===== config.mk =====
export PLATFORM = sky130hd
export DESIGN_NAME = regd_flat
export DESIGN_NICKNAME = d
export VERILOG_FILES = /design/src/rtl/regd_if.sv /design/src/rtl/regd.sv /design/src/flat_wrapper.sv
export SDC_FILE = /design/constraint.sdc
export NUM_CORES = 1
export LEC_CHECK = 0
export ABC_CLOCK_PERIOD_IN_PS = 2900
export CAP_MARGIN = 20
export CORE_MARGIN = 2
export CORE_UTILIZATION = 51
export CTS_CLUSTER_DIAMETER = 30
export DETAILED_ROUTE_END_ITERATION = 10
export PLACE_DENSITY = 0.86
export SYNTH_ARGS = -nofsm -noshare
export SYNTH_HDL_FRONTEND = slang
export SYNTH_SLANG_ARGS = --single-unit

===== constraint.sdc =====
create_clock -name clk -period 2.9 [get_ports clk]
set_input_delay 0.725 -clock clk [delete_from_list [all_inputs] [get_ports clk]]
set_output_delay 0.725 -clock clk [all_outputs]
set_load 0.02 [all_outputs]

===== src/rtl/regd_if.sv =====
// Register-file bus interface.
//
// Groups everything except clock and reset for the regd register file.
//   regwrite : write enable
//   memtoreg : write-back source select (1 = wd, 0 = a)
//   a        : ALU-result write-back source
//   b        : reserved operand, ignored by the register file
//   ra1, ra2 : read addresses
//   wa       : write address, only wa[2:0] is decoded
//   wd       : memory-data write-back source
//   rd1, rd2 : read data
//   regDst   : selected write-back value
//
// The master modport belongs to the block that drives addresses and data.
// The slave modport belongs to the register file itself.
interface regd_if;
    logic       regwrite;
    logic       memtoreg;
    logic [7:0] a;
    logic [7:0] b;
    logic [2:0] ra1;
    logic [2:0] ra2;
    logic [7:0] wa;
    logic [7:0] wd;
    logic [7:0] rd1;
    logic [7:0] rd2;
    logic [7:0] regDst;

    modport master (
        output regwrite,
        output memtoreg,
        output a,
        output b,
        output ra1,
        output ra2,
        output wa,
        output wd,
        input  rd1,
        input  rd2,
        input  regDst
    );

    modport slave (
        input  regwrite,
        input  memtoreg,
        input  a,
        input  b,
        input  ra1,
        input  ra2,
        input  wa,
        input  wd,
        output rd1,
        output rd2,
        output regDst
    );
endinterface


===== src/rtl/regd.sv =====
// regd: 8 x 8-bit register file with a write-back source mux.
//
// Ports:
//   clk   : clock, all state changes on its rising edge
//   reset : synchronous active-high reset, clears every register
//   bus   : regd_if.slave carrying the write controls, addresses and data
//
// Behaviour:
//   - regDst is a purely combinational mux (wd when memtoreg, else a). Reset
//     and regwrite have no effect on it.
//   - On a rising edge, reset clears every register. Otherwise, when regwrite
//     is set, register wa[2:0] loads regDst.
//   - Reads are asynchronous and have no write bypass. A write becomes visible
//     only after the edge that performs it.
//   - r0 is an ordinary writable register.
module regd (
    input  logic   clk,
    input  logic   reset,
    regd_if.slave  bus
);
    localparam int unsigned NumRegs = 8;
    localparam int unsigned Width   = 8;

    logic [NumRegs-1:0][Width-1:0] regs_q, regs_d;
    logic [Width-1:0]              wb_data;
    logic [2:0]                    waddr;

    // b and the upper write-address bits are deliberately ignored.
    logic unused_inputs;
    assign unused_inputs = ^{bus.b, bus.wa[7:3]};

    assign waddr   = bus.wa[2:0];
    assign wb_data = bus.memtoreg ? bus.wd : bus.a;

    always_comb begin
        regs_d = regs_q;
        if (bus.regwrite) begin
            regs_d[waddr] = wb_data;
        end
    end

    // Reset wins over a coincident write.
    always_ff @(posedge clk) begin
        if (reset) begin
            regs_q <= '0;
        end else begin
            regs_q <= regs_d;
        end
    end

    // Reads come straight from the stored state, never from regs_d.
    assign bus.rd1    = regs_q[bus.ra1];
    assign bus.rd2    = regs_q[bus.ra2];
    assign bus.regDst = wb_data;

endmodule


===== src/flat_wrapper.sv =====
// flat-port wrapper written by rule: the top's interface ports become plain ports
module regd_flat 
  (clk, reset, bus_regwrite, bus_memtoreg, bus_a, bus_b, bus_ra1, bus_ra2, bus_wa, bus_wd, bus_rd1, bus_rd2, bus_regDst);
  regd_if bus_i ();
  input  logic clk;
  input  logic reset;
  input wire logic [$bits(bus_i.regwrite)-1:0] bus_regwrite;
  input wire logic [$bits(bus_i.memtoreg)-1:0] bus_memtoreg;
  input wire logic [$bits(bus_i.a)-1:0] bus_a;
  input wire logic [$bits(bus_i.b)-1:0] bus_b;
  input wire logic [$bits(bus_i.ra1)-1:0] bus_ra1;
  input wire logic [$bits(bus_i.ra2)-1:0] bus_ra2;
  input wire logic [$bits(bus_i.wa)-1:0] bus_wa;
  input wire logic [$bits(bus_i.wd)-1:0] bus_wd;
  output wire logic [$bits(bus_i.rd1)-1:0] bus_rd1;
  output wire logic [$bits(bus_i.rd2)-1:0] bus_rd2;
  output wire logic [$bits(bus_i.regDst)-1:0] bus_regDst;
  assign bus_i.regwrite = bus_regwrite;
  assign bus_i.memtoreg = bus_memtoreg;
  assign bus_i.a = bus_a;
  assign bus_i.b = bus_b;
  assign bus_i.ra1 = bus_ra1;
  assign bus_i.ra2 = bus_ra2;
  assign bus_i.wa = bus_wa;
  assign bus_i.wd = bus_wd;
  assign bus_rd1 = bus_i.rd1;
  assign bus_rd2 = bus_i.rd2;
  assign bus_regDst = bus_i.regDst;
  regd u_core (.clk(clk), .reset(reset), .bus(bus_i));
endmodule

==> results of run 1 <==
-- area by class of cell --
class / instances / area (sq um) / area share [%]
multi-input combinational: 192 / 1910 / 43.7
sequential: 64 / 1280 / 29.3
timing repair buffer: 85 / 875 / 20.0
clock buffer: 12 / 135 / 3.09
tap: 77 / 96.3 / 2.20
clock inverter: 4 / 45.0 / 1.03
inverter: 8 / 30.0 / 0.687
-- final timing paths --
kind                            cells past startpoint        startpoint          endpoint
worst max register to register                      2  u_core.regs_q[9]  u_core.regs_q[9]
worst min register to register                      2  u_core.regs_q[0]  u_core.regs_q[0]
worst min-delay path                                2  u_core.regs_q[0]  u_core.regs_q[0]
worst max-delay path                                5        bus_ra1[0]        bus_rd1[3]
-- tightest hold or removal path, delay by kind of cell, from the launching register on --
family,cells,cell delay [ns]
AOI/OAI and AO/OA,1,0.05
and+or+nand+nor,1,0.10
DFF,1,0.31
-- logic make-up after synthesis --
group	count (synthesis)	share of synthesized area, %
AO/OA/AOI/OAI	64	14.0
buffers and inverters	41	7.11
AND/OR/NAND/NOR	72	9.84
flip-flops	64	37.3
multiplexers	56	31.7
-- metal layers --
metal / vias to the layer above / track usage (%) / part of all wire, %
met5: - / 0 / 0
met1: 1401 / 35.2 / 40
li1: 1286 / - / -
met3: 30 / 7.51 / 7.0
met4: 0 / 9.24 / 2.8
met2: 154 / 49.6 / 51
-- power groups by stage --
stage,Clock (mW),Combinational [mW],Sequential [mW]
2_1_floorplan,0,0.203,0.943
3_3_place_gp,0,0.343,0.947
3_5_place_dp,0,0.353,0.951
4_1_cts,0.729,0.363,0.932
5_1_grt,0.763,0.393,0.937
6_report,0.725,0.369,0.935
-- placed cells by master (no fill, tap or decap) --
| cell type | synthesis | layout |
|---|---|---|
| sky130_fd_sc_hd__a211oi_1 | 64 | 64 |
| sky130_fd_sc_hd__and4_1 | 1 | 1 |
| sky130_fd_sc_hd__and4b_1 | 3 | 3 |
| sky130_fd_sc_hd__and4bb_2 | 2 | 2 |
| sky130_fd_sc_hd__buf_12 | 2 | 6 |
| sky130_fd_sc_hd__buf_16 | 0 | 2 |
| sky130_fd_sc_hd__buf_2 | 3 | 10 |
| sky130_fd_sc_hd__buf_4 | 8 | 24 |
| sky130_fd_sc_hd__bufbuf_16 | 0 | 2 |
| sky130_fd_sc_hd__bufinv_16 | 0 | 1 |
| sky130_fd_sc_hd__clkbuf_1 | 8 | 3 |
| sky130_fd_sc_hd__clkbuf_4 | 0 | 1 |
| sky130_fd_sc_hd__clkbuf_8 | 0 | 9 |
| sky130_fd_sc_hd__clkdlybuf4s15_2 | 0 | 7 |
| sky130_fd_sc_hd__clkdlybuf4s50_1 | 0 | 23 |
| sky130_fd_sc_hd__clkinv_2 | 0 | 3 |
| sky130_fd_sc_hd__dfxtp_1 | 64 | 64 |
| sky130_fd_sc_hd__dlygate4sd2_1 | 0 | 10 |
| sky130_fd_sc_hd__inv_1 | 8 | 8 |
| sky130_fd_sc_hd__mux2_2 | 16 | 16 |
| sky130_fd_sc_hd__mux2i_1 | 8 | 8 |
| sky130_fd_sc_hd__mux4_1 | 29 | 28 |
| sky130_fd_sc_hd__mux4_2 | 3 | 4 |
| sky130_fd_sc_hd__nor2_1 | 64 | 64 |
| sky130_fd_sc_hd__nor4b_4 | 1 | 1 |
| sky130_fd_sc_hd__nor4bb_2 | 0 | 1 |
-- repair_timing --
item,CTS,global route
setup buffers,1,0
cloned,4,0
setup endpoints to repair,24,3
hold buffers,0,0
gates resized for setup,80,2
pin swaps,0,0
==> results.md, run 1 <==
Run status:
- The run finished with clean final reports.

Yosys:
- The synthesized design spends more area on one cell type than any other, namely sky130_fd_sc_hd__dfxtp_1.
- In the synthesized netlist the async set-or-reset flop fraction comes to 0%.
- The total of warnings raised by yosys is 0.
- In this run the biggest area consumer among cell types represents about 37% of the synthesized area.
- In the synthesized netlist the dominant register cell turns out to be sky130_fd_sc_hd__dfxtp_1.
- Counting flops with a built-in enable in the synthesized netlist gives 0.
- The share of the Yosys chip area taken by registers is between 30 and 40%.
- The number of nets in the synthesized netlist is 339.
- The count of state elements after synthesis is 64.
- Yosys attributes the largest share of cell area to sky130_fd_sc_hd__dfxtp_1, sky130_fd_sc_hd__mux4_1, sky130_fd_sc_hd__a211oi_1.
- After synthesis, the most frequently instantiated cells are sky130_fd_sc_hd__a211oi_1, sky130_fd_sc_hd__dfxtp_1, sky130_fd_sc_hd__nor2_1.
- The synthesized instance count is ~300.
- The mean area per synthesized cell is 11.6 sq um.
- Synthesis instantiated 20 different standard cells from the library.
- The combined area of all synthesized cells is 3430 sq um.

Pwr:
- Cell internal power was estimated by the tool at roughly 1.5 mW.
- The ratio of total power to cell area is 464 nW/um^2.
- Summed over all cells, the static leakage comes to approximately 1.8 nW.
- Combinational cells account for about 18% of the total power.
- In this run the power spent charging and discharging nets is 0.534 mW.
- The switching fraction of total power is a little over a quarter.
- The sequential power share is 46.1%.
- The worst ir drop on vdd is between 0.3 and 0.4 mV.
- The overall power of the completed layout is approximately 2 mW.
- Per report_power, the clock group accounts for between 30 and 40% of the total.

Final layout:
- u_core.regs_q holds more flip-flops than any other register.
- The number of antenna diodes in the final layout is 0.
- The count of non-filler cells in the finished layout is ~440.
- Counting the fill cells in the layout gives 451.
- Relative to the synthesized area, the layout overhead comes to 27.4%.
- The final design utilization is between 60 and 70%.
- In the final layout, the registers with the most flip-flops are u_core.regs_q x64.
- The post-route cell area is approximately 4400 sq um.
- The flip-flop count of the largest register after layout is 64.
- Cells with a size suffix above 1 make up about a quarter of the layout.
- In the final design database the tool counted about 400 nets.

Placed design:
- At the end of routability-driven placement, the weighted congestion stood at just under 0.8.
- OpenSTA, run right after detailed placement, puts the worst setup slack at -0.684 ns.
- After detailed placement, the design holds a cell count of approximately 420.
- The count of port buffers added during placement is 52.
- The HPWL after detailed placement is just under 6000 microns.
- After detailed placement, the total cell area comes to between 4000 and 5000 sq um.

CTS:
- The buffer depth of the longest clock path is 2.
- The clock drives 64 sinks.
- The clock transition at the registers of the reported paths is ~0.060 ns.
- The clock root buffer is sky130_fd_sc_hd__clkbuf_8.
- TritonCTS built the clock tree.
- The clock network latency to the later pin of the worst-skew pair is 0.34 ns.
- The number of buffers created by CTS is 9.
- The H-tree was split into 3 levels.

Floorplan:
- The number of rows in the core area is 29.
- 66 I/O pins were placed.
- The die covers between 7000 and 8000 sq um.
- The vertical die dimension is ~86 microns.
- In this run the horizontal extent of the chip is about 86 microns.
- The initial utilization of the core area, before any placement, comes to between 50% and 60%.
- The area of the core region is 6420 sq um.

Detailed routing:
- Dividing the detail-routed via count by the number of cells gives 6.50.
- The number of DRC markers after the initial detailed-route iteration is roughly 270.
- For this run, design rule violations remaining after detail routing come to 0.
- In the final routed layout, each cell accounts on average for approximately 22 microns.
- The detail route stage leaves a number of antenna-violating nets equal to 0.
- The first detailed-routing pass took 4 iterations.
- The total wirelength of the detailed-routed design is approximately 9900 microns.
- The final route contains between 2000 and 3000 vias.

Timing:
- Derived from the worst setup path, the maximum achievable clock frequency is 349 MHz.
- The post-route minimum period is roughly 2.9 ns.
- Setup repair after global routing left no endpoint under its margin.
- The final count of pins violating max slew was 0.
- The setup slack of the critical path after layout is between 0.03 and 0.04 ns.
- Hold timing on the final database bottoms out at a slack of approximately 0.5 ns.
- The max-slew headroom at the worst pin is a little over two thirds.
- Of the available clock period, the critical path in the final layout requires approximately 99%.
- Setup violations remaining at the end of the flow were counted as 0.
- The worst-margin pin slew is roughly 0.45 ns.
- The final number of hold-violating endpoints came to 0.
- For the final database, setup skew stands at 0 ns.
- The post-route setup TNS is 0 ns.

Global routing:
- The remaining global-route overflow is 0.
- The combined global-route utilization of all metal layers is between 20% and 30%.
- The first-pass GRT wire length is between 15000 and 20000 microns.
- The number of global-route vias before repair is between 2000 and 3000.
- The number of antenna violations at the first check in global routing is 0.
- The pin count of the biggest net entering global routing is 31.

Worst setup path:
- The largest single stage delay on the critical path is 0.57 ns.
- The worst setup path is launched from an input pin.
- The required time of the critical path is about 2.2 ns.
- Data on the critical path arrives at its endpoint at 2.14 ns.
- In this run the register-to-register setup slack is between 2 and 2.5 ns.
- The category of the most critical setup path is in -> out.
- The critical path goes through clkbuf_4, buf_12, mux4_1, mux2_2, clkdlybuf4s15_2.
- STA classifies the critical path endpoint as an output pin.
- The biggest fanout along the worst timing path is 8.
- On the critical path, the stage with the largest delay is an instance of sky130_fd_sc_hd__mux4_1.
- The kind of cell with the highest combined delay along the critical path is multiplexers.
- The count of buffering cells on the critical path with inverters included is 3.

Run:
- The count of maximum capacitance violations is 0.

Hold path:
- The worst min-delay path category is reg -> reg.
No activity file was read; power rests on OpenSTA's default activity.
==> run 2: changes to the inputs <==
--- a/config.mk
+++ b/config.mk
@@ -7,6 +7,7 @@
 export LEC_CHECK = 0
 export ABC_CLOCK_PERIOD_IN_PS = 2900
 export CAP_MARGIN = 20
+export CORE_ASPECT_RATIO = 0.5
 export CORE_MARGIN = 2
 export CORE_UTILIZATION = 51
 export CTS_CLUSTER_DIAMETER = 30
==> run 2 against run 1 <==
Effect of this change: largest cell class unchanged; sequential share of layout area shrank 0.80 points; routed wire length grew 1.4%; global-route usage shrank 1.3 points; flip-flop and latch count is the same; sequential power is essentially flat; total power grew 17%; count of clock-buffer cells in the layout shrank 2.
==> results.md, run 2 (synthesis gave the netlist of run 1 again) <==
Timing:
- The worst-margin pin slew came to 0.615 ns (was 0.447 ns).
- The final setup violation count is 0 (unchanged).
- The worst-case clock skew is 0 ns (unchanged).
- The max-slew headroom at the worst pin is 59.0% (was 70.2%).
- The final number of hold-violating endpoints was 0 (unchanged).
- The setup slack of the critical path after layout is 0.0175 ns (was 0.0374 ns).
- The post-route minimum period came to 2.88 ns (was 2.86 ns).
- The fraction of the cycle the final worst path needs is 99.4% (was 98.7%).
- Unrepaired setup endpoints after global routing: false (unchanged).
- The final count of pins violating max slew was 0 (unchanged).
- The upper clock frequency limit is 347 MHz (was 349 MHz).

Global routing:
- The first-pass GRT wire length is 14900 microns (was 15600 microns).
- The number of antenna violations at the first check in global routing is 0 (unchanged).
- The remaining global-route overflow is 0 (unchanged).
- The pin count of the biggest net entering global routing is 35 (was 31).
- The number of global-route vias before repair came to 2896 (was 2828).
- The combined global-route utilization of all metal layers came to 27.5% (was 28.8%).

CTS:
- The buffer depth of the longest clock path is 2 (unchanged).
- The total of hold buffers inserted after clock tree synthesis is 0 (unchanged).
- The number of sinks handled by clock tree synthesis is 64 (unchanged).
- The clock transition at the registers of the reported paths is 0.05 ns (was 0.06 ns).
- The number of buffers created by CTS is 9 (unchanged).
- The CTS tree is built (unchanged).
- The clock network latency to the later pin of the worst-skew pair came to 0.33 ns (was 0.34 ns).
- The count of H-tree levels built during CTS is 3 (unchanged).
- The clock root buffer was sky130_fd_sc_hd__clkbuf_16 (was sky130_fd_sc_hd__clkbuf_8).

Floorplan:
- The area enclosed by the die boundary was 7440 sq um (was 7400 sq um).
- The vertical die dimension is 62.0 microns (was 86.1 microns).
- The x dimension of the die is 120 microns (was 86.1 microns).
- The initial core utilization was 52.1% (was 53.5%).
- The number of rows in the core area is 21 (was 29).
- The area of the core region came to 6600 sq um (was 6420 sq um).
- The total I/O pin count came to 66 (unchanged).

Pwr:
- The worst ir drop on vdd is 0.347 mV (was 0.363 mV).
- The leakage dissipation is 1.84 nW (was 1.79 nW).
- The ratio of total power to cell area is 528 nW/um^2 (was 464 nW/um^2).
- The overall power of the completed layout is 2.37 mW (was 2.03 mW).

Detailed routing:
- The wire length per cell is 22.1 microns (was 22.3 microns).
- The number of DRC markers after the initial detailed-route iteration is 243 (was 274).
- The number of detailed-route iterations in the first pass came to 5 (was 4).
- The total number of vias is 2903 (was 2871).
- The detailed-route vias per instance came to 6.39 (was 6.50).
- The total wirelength of the detailed-routed design came to 10000 microns (was 9880 microns).
- The remaining design rule violation count is 0 (unchanged).
- The number of routed nets with antenna violations is 0 (unchanged).

Final layout:
- The flip-flop count of the largest register after layout is 64 (unchanged).
- The number of diodes was 0 (unchanged).
- The final design utilization came to 68.2% (was 68.1%).
- The final net count is 400 (was 402).
- The layout filler cell count is 429 (was 451).
- The count of non-filler cells in the finished layout is 454 (was 442).
- The most flop-heavy register is u_core.regs_q (unchanged).
- The area growth from synthesis to layout came to 30.9% (was 27.4%).
- Largest registers ranked by flip-flop count: u_core.regs_q x64 (unchanged).
- Commonest cells after routing, fill and taps aside: sky130_fd_sc_hd__nor2_1, sky130_fd_sc_hd__a211oi_1, sky130_fd_sc_hd__dfxtp_1, sky130_fd_sc_hd__mux4_1, sky130_fd_sc_hd__clkdlybuf4s50_1 (was sky130_fd_sc_hd__nor2_1, sky130_fd_sc_hd__a211oi_1, sky130_fd_sc_hd__dfxtp_1, sky130_fd_sc_hd__mux4_1, sky130_fd_sc_hd__buf_4).
- The sequential cell area is 1280 sq um (unchanged).
- The multi-input logic area came to 1930 sq um (was 1910 sq um).
- The share of layout cells above drive strength 1 is 25.1% (was 24.4%).

Worst setup path:
- The biggest fanout along the worst timing path is 8 (unchanged).
- Cell-by-cell listing of the critical path: clkbuf_4, buf_12, mux4_1, mux2_2, clkdlybuf4s15_2 (unchanged).
- The required time of the critical path came to 2.17 ns (about the same).
- The data arrival time at the worst-slack endpoint came to 2.16 ns (was 2.14 ns).
- The element type at the critical path start is an input pin (unchanged).
- The standard cell with the maximum stage delay on the critical path is sky130_fd_sc_hd__mux4_1 (unchanged).
- The reg-to-reg setup timing slack is 2.01 ns (was 2.07 ns).
- The startpoint of the most critical register-to-register path is u_core.regs_q[9] (unchanged).
- The highest cell delay on the worst timing path is 0.56 ns (was 0.57 ns).
- The kind of end point of the critical path was an output pin (unchanged).
- The end point of the critical path is bus_rd2[1] (was bus_rd1[3]).
- The critical path launch point was bus_ra2[0] (was bus_ra1[0]).
- The cell depth of the worst flop-to-flop path is 2 (unchanged).
- The critical register-to-register path endpoint is u_core.regs_q[9] (unchanged).
- The category of the most critical setup path is in -> out (unchanged).

Placed design:
- The weighted congestion at the end of routability-driven global placement is 0.779 (was 0.770).
- The worst slack after detailed placement is -0.671 ns (was -0.684 ns).
- The estimated wirelength of the detail-placed design is 5830 microns (was 5880 microns).
- The instance count after placement with tap cells included is 432 (was 421).
- The count of port buffers added during placement came to 52 (unchanged).

Run:
- The count of maximum capacitance violations is 0 (unchanged).

Hold path:
- The launch instance of the worst min-delay path was u_core.regs_q[13] (was u_core.regs_q[0]).
- The worst min-delay path category is reg -> reg (unchanged).

Run status:
- Run status: finished, final reports clean (unchanged).
-- run 2: through the flow --
| stage | setup TNS (ns) | instance area, sq um | hold slack [ns] |
|---|---|---|---|
| after floorplan | 0 | 3430 | 0.481 |
| after global placement | -10.42 | 4120 | 0.491 |
| after detailed placement | -10.81 | 4120 | 0.499 |
| after CTS | 0 | 4500 | 0.506 |
| after global routing | 0 | 4500 | 0.532 |
| final | 0 | 4500 | 0.505 |
-- run 2: worst min-delay path by stage --
stage	endpoint	slack, ns	depth (start not counted)
after floorplan	u_core.regs_q[13]	0.48	2
after global placement	u_core.regs_q[28]	0.49	2
after detailed placement	u_core.regs_q[13]	0.50	2
after CTS	u_core.regs_q[13]	0.51	2
after global routing	u_core.regs_q[13]	0.53	2
final	u_core.regs_q[13]	0.50	2
-- run 2: layout make-up --
class,instances,share of cell area (%)
clock inverters,5,1.28
inverters,8,0.668
multi-input cells,192,42.8
repair buffers,83,18.8
flip-flops and latches,64,28.5
clock buffers,10,5.32
well taps,92,2.56
-- run 2: power breakdown --
| group | internal [mW] | switching (mW) | total [mW] |
|---|---|---|---|
| logic | 0.189 | 0.180 | 0.369 |
| registers | 0.911 | 0.0243 | 0.936 |
| clock network | 0.681 | 0.388 | 1.07 |
-- run 2: layer usage --
metal  vias to the layer above  wire length (microns)  part of all wire (%)  GRT usage (%)
met4                         0                    235                   2.3           13.6
li1                       1283                      -                     -              -
met3                        28                    902                   9.0           8.94
met1                      1434                   3870                    39           30.3
met5                         -                      0                     0              0
met2                       158                   5010                    50           50.2
-- run 2: what timing repair did --
item                       in CTS  in global routing
cloned                          4                  0
resized for setup              85                  3
setup endpoints to repair      24                  4
buffers inserted                3                  0
-- run 2: critical path: cells and delay by family --
| family | cells | cell delay (ns) |
|---|---|---|
| buf+inv | 3 | 0.57 |
| mux | 2 | 0.86 |
